### src/rtl/sr04_echo_emulator.sv
// sr04_echo_emulator: HC-SR04 responder that qualifies a trigger pulse and answers with a distance-encoded echo.
module sr04_echo_emulator #(
    parameter int CLK_FREQ    = 100_000_000,
    parameter int TRIG_MIN_US = 10,
    parameter int BURST_US    = 200,
    parameter int US_PER_CM   = 58,
    parameter int MIN_CM      = 2,
    parameter int MAX_CM      = 400,
    parameter int TIMEOUT_US  = 38000,
    parameter int HOLDOFF_US  = 10000
) (
    input  logic       clk,
    input  logic       reset,
    input  logic       i_trigger,
    input  logic [8:0] i_distance,
    input  logic       i_no_target,
    output logic       o_echo,
    output logic       o_busy,
    output logic       o_trig_err
);
    localparam int DIV = CLK_FREQ / 1_000_000;
    localparam int DW  = DIV > 1 ? $clog2(DIV) : 1;
    localparam logic [DW-1:0] DIV_LAST = DW'(DIV - 1);
    localparam logic [7:0]  TRIG_MIN   = 8'(TRIG_MIN_US);
    localparam logic [8:0]  MIN_D      = 9'(MIN_CM);
    localparam logic [8:0]  MAX_D      = 9'(MAX_CM);
    localparam logic [15:0] MUL        = 16'(US_PER_CM);
    localparam logic [15:0] TIMEOUT    = 16'(TIMEOUT_US);
    localparam logic [15:0] BURST_LAST = 16'(BURST_US - 1);
    localparam logic [15:0] HOLD_LAST  = 16'(HOLDOFF_US - 1);

    typedef enum logic [2:0] {IDLE, TRIG_MEAS, BURST, ECHO, HOLDOFF} state_t;

    state_t        state_q;
    logic [DW-1:0] div_q;
    logic [2:0]    sync_q;
    logic [7:0]    wcnt_q;
    logic [15:0]   cnt_q, width_q, width_d;
    logic [8:0]    dist_d;
    logic          echo_q, err_q, tick, rise, fall;

    assign tick   = div_q == DIV_LAST;
    assign rise   = sync_q[1] & ~sync_q[2];
    assign fall   = ~sync_q[1] & sync_q[2];
    assign dist_d = i_distance < MIN_D ? MIN_D : (i_distance > MAX_D ? MAX_D : i_distance);
    assign width_d = i_no_target ? TIMEOUT : 16'(dist_d) * MUL;

    assign o_echo     = echo_q;
    assign o_trig_err = err_q;
    assign o_busy     = state_q != IDLE;

    always_ff @(posedge clk or posedge reset) begin
        if (reset) begin
            state_q <= IDLE;
            div_q   <= '0;
            sync_q  <= '0;
            wcnt_q  <= '0;
            cnt_q   <= '0;
            width_q <= '0;
            echo_q  <= 1'b0;
            err_q   <= 1'b0;
        end else begin
            div_q  <= tick ? '0 : div_q + 1'b1;
            sync_q <= {sync_q[1:0], i_trigger};
            err_q  <= 1'b0;
            case (state_q)
                IDLE: if (rise) begin
                    wcnt_q  <= '0;
                    state_q <= TRIG_MEAS;
                end
                TRIG_MEAS: begin
                    if (fall) begin
                        cnt_q <= '0;
                        if (wcnt_q >= TRIG_MIN) begin
                            width_q <= width_d;
                            state_q <= BURST;
                        end else begin
                            err_q   <= 1'b1;
                            state_q <= IDLE;
                        end
                    end else if (tick && wcnt_q != 8'hFF) begin
                        wcnt_q <= wcnt_q + 8'd1;
                    end
                end
                BURST: if (tick) begin
                    if (cnt_q == BURST_LAST) begin
                        cnt_q   <= '0;
                        echo_q  <= 1'b1;
                        state_q <= ECHO;
                    end else begin
                        cnt_q <= cnt_q + 16'd1;
                    end
                end
                ECHO: if (tick) begin
                    if (cnt_q == width_q - 16'd1) begin
                        cnt_q   <= '0;
                        echo_q  <= 1'b0;
                        state_q <= HOLDOFF;
                    end else begin
                        cnt_q <= cnt_q + 16'd1;
                    end
                end
                HOLDOFF: if (tick) begin
                    if (cnt_q == HOLD_LAST) begin
                        cnt_q   <= '0;
                        state_q <= IDLE;
                    end else begin
                        cnt_q <= cnt_q + 16'd1;
                    end
                end
                default: state_q <= IDLE;
            endcase
        end
    end
endmodule

### config.mk
export PLATFORM = sky130hd
export DESIGN_NAME = sr04_echo_emulator
export DESIGN_NICKNAME = d
export VERILOG_FILES = /design/src/rtl/sr04_echo_emulator.sv
export SDC_FILE = /design/constraint.sdc
export NUM_CORES = 1
export LEC_CHECK = 0
export BUFFER_PORTS_ARGS = -buffer_cell sky130_fd_sc_hd__buf_2
export CORE_UTILIZATION = 63
export DETAILED_ROUTE_END_ITERATION = 10
export PLACE_DENSITY = 0.78
export SLEW_MARGIN = 0
export SYNTH_ARGS = -nofsm -noshare
export SYNTH_HDL_FRONTEND = slang
export SYNTH_SLANG_ARGS = --single-unit
### constraint.sdc
create_clock -name clk -period 3.8 [get_ports clk]
set_clock_uncertainty 0.2 [all_clocks]
set_input_delay 0.19 -clock clk [delete_from_list [all_inputs] [get_ports clk]]
set_output_delay 0.19 -clock clk [all_outputs]
set_load 0.02 [all_outputs]
# Word-level counts from Yosys, hierarchy flattened

Index checks and enable logic that the tools add are counted.

Flip-flop bits (word level): 55
Input port bits: 13

Add/subtract/negate cells: 4
Multiply operators: 1
$lt $le $gt $ge: 3
Eq/ne operators: 19
Muxes and demuxes: 34
Bitwise logic cells: 4
Reduce and logical (&&, ||, !) cells: 11

Operator list:

| kind                    | count |
|---|---|
| $mux W16                | 8 |
| $pmux W16 S4            | 1 |
| $mux W3                 | 8 |
| $mux W8                 | 3 |
| $ne A2 B2 Y1 const B    | 10 |
| $mux W9                 | 2 |
| $add A16 B1 Y16 const B | 1 |
| $eq A16 B14 Y1 const B  | 1 |
| $eq A16 B16 Y1          | 1 |
| $eq A16 B8 Y1 const B   | 1 |
| $pmux W8 S2             | 1 |
| $sub A16 B1 Y16 const B | 1 |
| $pmux W3 S5             | 1 |
| $mul A9 B5 Y14 const B  | 1 |
| $reduce_and A5 Y1       | 2 |
| $gt A9 B9 Y1 const B    | 1 |
| $lt A9 B2 Y1 const B    | 1 |
| $add A8 B1 Y8 const B   | 1 |
| $ge A8 B4 Y1 const B    | 1 |
| $ne A8 B8 Y1 const B    | 1 |
| $reduce_and A8 Y1       | 1 |
| $add A7 B1 Y7 const B   | 1 |
| $eq A7 B7 Y1 const B    | 1 |
| $mux W1                 | 7 |
| other kinds (15)        | 19 |

# Longest topological paths before layout

Word-level depth: 5
Gate-level depth with buffers: 18
Depth with buffers taken out: 18

# Worst setup path after synthesis

No wires, ideal clock.

Path type: input to register
Start: input i_distance[6]
End: register width_q[14]
Library setup time: 0.121 ns
Arrival time: 4.159 ns
Required time: 3.479 ns
Path slack: -0.680 ns
Cell stages on the path: 17
Buffers on the path: 0
Path through: or3_1 > nor4_1 > nor2_1 > a21oi_1 > inv_1 > fa_1 > inv_1 > ha_1 > fa_1 > ha_1 > a21o_1 > a211oi_1 > nor2_1 > o41ai_1 > o21ai_0 > xnor2_1 > a22o_1

Longest elaborated chain between the ends: 5
Elaborated cells between the ends (all ways): 6
Those cells by class: mul: 1; order compare: 2; mux: 3

RTL lines:

| what                 | RTL line | source |
|---|---|---|
| from (decl)          | 15       | `input logic [8:0] i_distance,` |
| $gt A9 B9 Y1         | 45       | `assign dist_d = i_distance < MIN_D ? MIN_D : (i_distance > MAX_D ? MAX_D : i_distance);` |
| $mux W9              | 45       |  |
| $mux W9 *            | 45       |  |
| $mul A9 B5 Y14 *     | 46       | `assign width_d = i_no_target ? TIMEOUT : 16'(dist_d) * MUL;` |
| $mux W16 *           | 46       |  |
| to (signal assigned) | 75       | `width_q <= width_d;` |
| to (decl)            | 38       | `logic [15:0] cnt_q, width_q, width_d;` |

Every way passes the cells marked *; elsewhere a longest branch is shown, timed or not.
A chain may end at the register's enable or synchronous reset.

# Final worst setup path

Same ends and word-level chain as after synthesis.

==> qor.txt <==
max-cap violations -> 0
pin count of the biggest net entering global routing -> 55
initial antenna violation count -> 0
DP HPWL -> 7.38 mm
Min Hold Slack -> 0.157 ns
crit end category -> register
RSZ-0062 raised after global routing -> yes
largest family of logic cells by synthesized area -> simple AND/OR/NAND/NOR gates
first-pass GRT wire length -> 16.3 mm
Placer Congestion -> 0.910
setup slack after layout -> -0.0831 ns
worst-skew pair later-pin latency -> 0.31 ns
total track usage -> 27.3%
Highest Clock Rate -> 258 MHz
Post-Place Setup Slack -> -0.470 ns
synthesized area -> 4460 sq um
library cells used by synthesis -> 63
Synth Area in Simple Gates -> 23.4%
HP Class -> reg -> reg
1st-iter DRT viols -> 257
critical path class -> in -> reg
# DRC -> 0
Clock Sinks -> 54
clock-pin slew on the worst setup and hold paths -> 0.10 ns
slowest CP cell -> fa_1
ys async rst share -> 100%
ANT nets after route -> 0
full die area -> 7420 sq um
EDFF count, synth -> 0
Req. time, crit path -> 3.80 ns
area delta synth->final -> 13.8%
Vias -> 3865
die outline width -> 86.2 um
average size of a mapped cell -> 8.67 sq um
Port Buffers -> 15
Max VDD drop -> 0.302 mV
Final Core Density -> 74.4%
H-tree Lvls -> 2
Layout Nets -> 613
vias in the first global route -> 3706
layout cells sized above 1 -> 16.8%
WL/cell -> 15.1 um
sequence of cells on the critical path -> buf_6 > or3_4 > nor4_4 > nor2_1 > a21oi_2 > inv_1 > fa_1 > inv_2 > ha_4 > fa_1 > ha_4 > a21o_1 > a211oi_2 > nor2_2 > o41ai_2 > o21ai_1 > xnor2_1 > a22o_1
failing checks -> negative setup slack
Synth area leaders -> dfrtp_1 30%, ha_1 9.3%, fa_1 5.8%, xnor2_1 4.7%, nand2_1 4.0%
Finish-stage setup viols -> 3
Synth Register Bits -> 54
Synth Area in XOR/XNOR -> 7.85%
CTS tree -> yes
# IOs -> 16
Synth top area share -> 30.3%
sequential area share after synthesis -> 30.3%
grt ovf -> 0
outcome -> finished, violations left
Least-Margin Pin Slew -> 0.673 ns
cts bufs inserted -> 5
post-synth top area cell -> dfrtp_1
Diodes inserted -> 0
Max clock buf depth -> 2
Max-slew headroom -> 55.1%
Main synth FF type -> dfrtp_1
Std-Cell Rows -> 30
synth warn -> 0
Initial Utilization -> 65.3%
die height -> 86.2 um
minimum clock period -> 3.88 ns
Cells after Synth -> 515
pwr dens -> 345 nW/um^2
crit path DAT -> 3.89 ns
maximum fanout along the worst path -> 3
Core ar. -> 6830 sq um
number of vias per cell -> 5.94
compound-cell area share of the yosys netlist -> 17.4%
post-synthesis mux area share -> 0.701%
DRT Pass-1 Iters -> 5
Routed WL -> 9.81 mm
leak pwr -> 2.31 nW
Worst path max stage delay -> 0.55 ns
syn nets -> 574
CTS root buf -> clkbuf_8
Slew Viols, Final -> 0
post-synthesis adder-cell area fraction -> 15.1%
final worst path period share -> 102%
Hold Vio Cnt, Final -> 0
type of origin of the critical path -> primary input
-- layout by cell type (no fill, tap or decap), types with 6 or more instances in the layout --
cell type  instances
a21o_1             8
o21ai_1            7
xnor2_1           24
or3_1              7
a22o_1             6
nor3b_1            6
nor2_1            39
fa_1              12
o21ai_0           18
xor2_1            16
ha_1              29
nand2_1           48
o31ai_1            7
nor3_1            12
buf_4             35
and3_1            11
o211ai_1           7
a21oi_1           22
and2_1             8
dfrtp_1           54
clkbuf_8           6
nand3_1           23
nor4_1            10
buf_2             13
nand2b_1           8
inv_1             37
-- cells by family after synthesis --
family,after synthesis
AO/OA/AOI/OAI,111
adder cells (fa/ha/maj),46
multiplexers,3
AND/OR/NAND/NOR,201
XOR/XNOR,40
buffers and inverters,60
flip-flops,54
-- metrics by stage --
step	std cells	setup TNS [ns]	instance area (sq um)	power, mW
2_1_floorplan	515	-0.777	4510	1.16
3_3_place_gp	636	-1.44	4850	1.32
3_5_place_dp	636	-1.91	4850	1.35
4_1_cts	649	-0.262	5000	1.70
5_1_grt	651	-1.02	5080	1.87
6_report	651	-0.187	5080	1.75
-- cell usage after synthesis, drive strengths merged (2+ instances only) --
| cell | count |
|---|---|
| ha | 33 |
| mux2i | 2 |
| nand4 | 5 |
| nor2 | 40 |
| nand2 | 49 |
| a211oi | 8 |
| and3b | 2 |
| xor2 | 16 |
| buf | 4 |
| xnor2 | 24 |
| a31o | 2 |
| a22o | 6 |
| dfrtp | 54 |
| a41oi | 2 |
| o21ai | 26 |
| a32oi | 2 |
| o31ai | 10 |
| a21oi | 24 |
| o211ai | 8 |
| nor2b | 3 |
| a21o | 8 |
| or3 | 8 |
| or2 | 4 |
| nand2b | 8 |
| nand3 | 24 |
| nor4 | 13 |
| and3 | 12 |
| o22ai | 3 |
| and2 | 8 |
| clkbuf | 17 |
| nor3b | 6 |
| fa | 13 |
| or4 | 5 |
| inv | 39 |
| nor3 | 12 |
-- where the power goes --
part	switching, mW	internal (mW)	total [mW]
combinational	0.361	0.367	0.728
sequential	0.0651	0.614	0.679
clock	0.194	0.150	0.344
total	0.620	1.13	1.75
-- worst max-delay path, delay by kind of cell --
kind	cells	cell delay [ns]
and+or+nand+nor	4	0.72
xor gates and xnor gates	1	0.13
buffers and inverters	3	0.21
AOI/OAI and AO/OA	6	1.14
adders and majority gates	4	1.49
-- worst paths after layout --
kind,start,endpoint,slack [ns],cells past startpoint
max,i_distance[6],width_q[14]$_DFFE_PP0P_,-0.08,18
min,sync_q[0]$_DFF_PP0_,sync_q[1]$_DFF_PP0_,0.16,0
max reg2reg,width_q[3]$_DFFE_PP0P_,cnt_q[7]$_DFFE_PP0P_,0.46,8
min reg2reg,sync_q[0]$_DFF_PP0_,sync_q[1]$_DFF_PP0_,0.16,0
max in group asynchronous,reset,width_q[8]$_DFFE_PP0P_,2.54,4
min in group asynchronous,reset,wcnt_q[2]$_DFFE_PP0P_,0.41,4
-- layer usage --
layer / wire length [um] / global-route usage [%] / part of all wire [%] / vias to the layer above
li1: - / - / - / 1900
met4: 222 / 8.94 / 2.3 / 0
met1: 4300 / 34.0 / 44 / 1846
met5: 0 / 0 / 0 / -
met3: 344 / 3.37 / 3.5 / 20
met2: 4950 / 49.0 / 50 / 99
-- flip-flops by register name, summed over array words and instances, names as in the netlist --
signal	flops
width_q	15
cnt_q	16
wcnt_q	8
div_q	7
o_trig_err	1
sync_q	3
o_echo	1
state_q	3
-- final cells by class --
type                            count  area [sq um]
Multi-Input combinational cell    401          2980
Inverter                           39           146
Timing Repair Buffer               53           380
Sequential cell                    54          1350
Clock inverter                      2          17.5
Fill cell                         507          1750
Clock buffer                        6          82.6
Tap cell                           96           120
-- timing repair --
item,in CTS,in global routing
endpoints found under the hold margin,58,0
hold buffers,3,0
gates resized for setup,1,9
pin swaps,1,0
setup endpoints to repair,3,5
setup buffers,2,2
No activity file was read; power rests on OpenSTA's default activity.
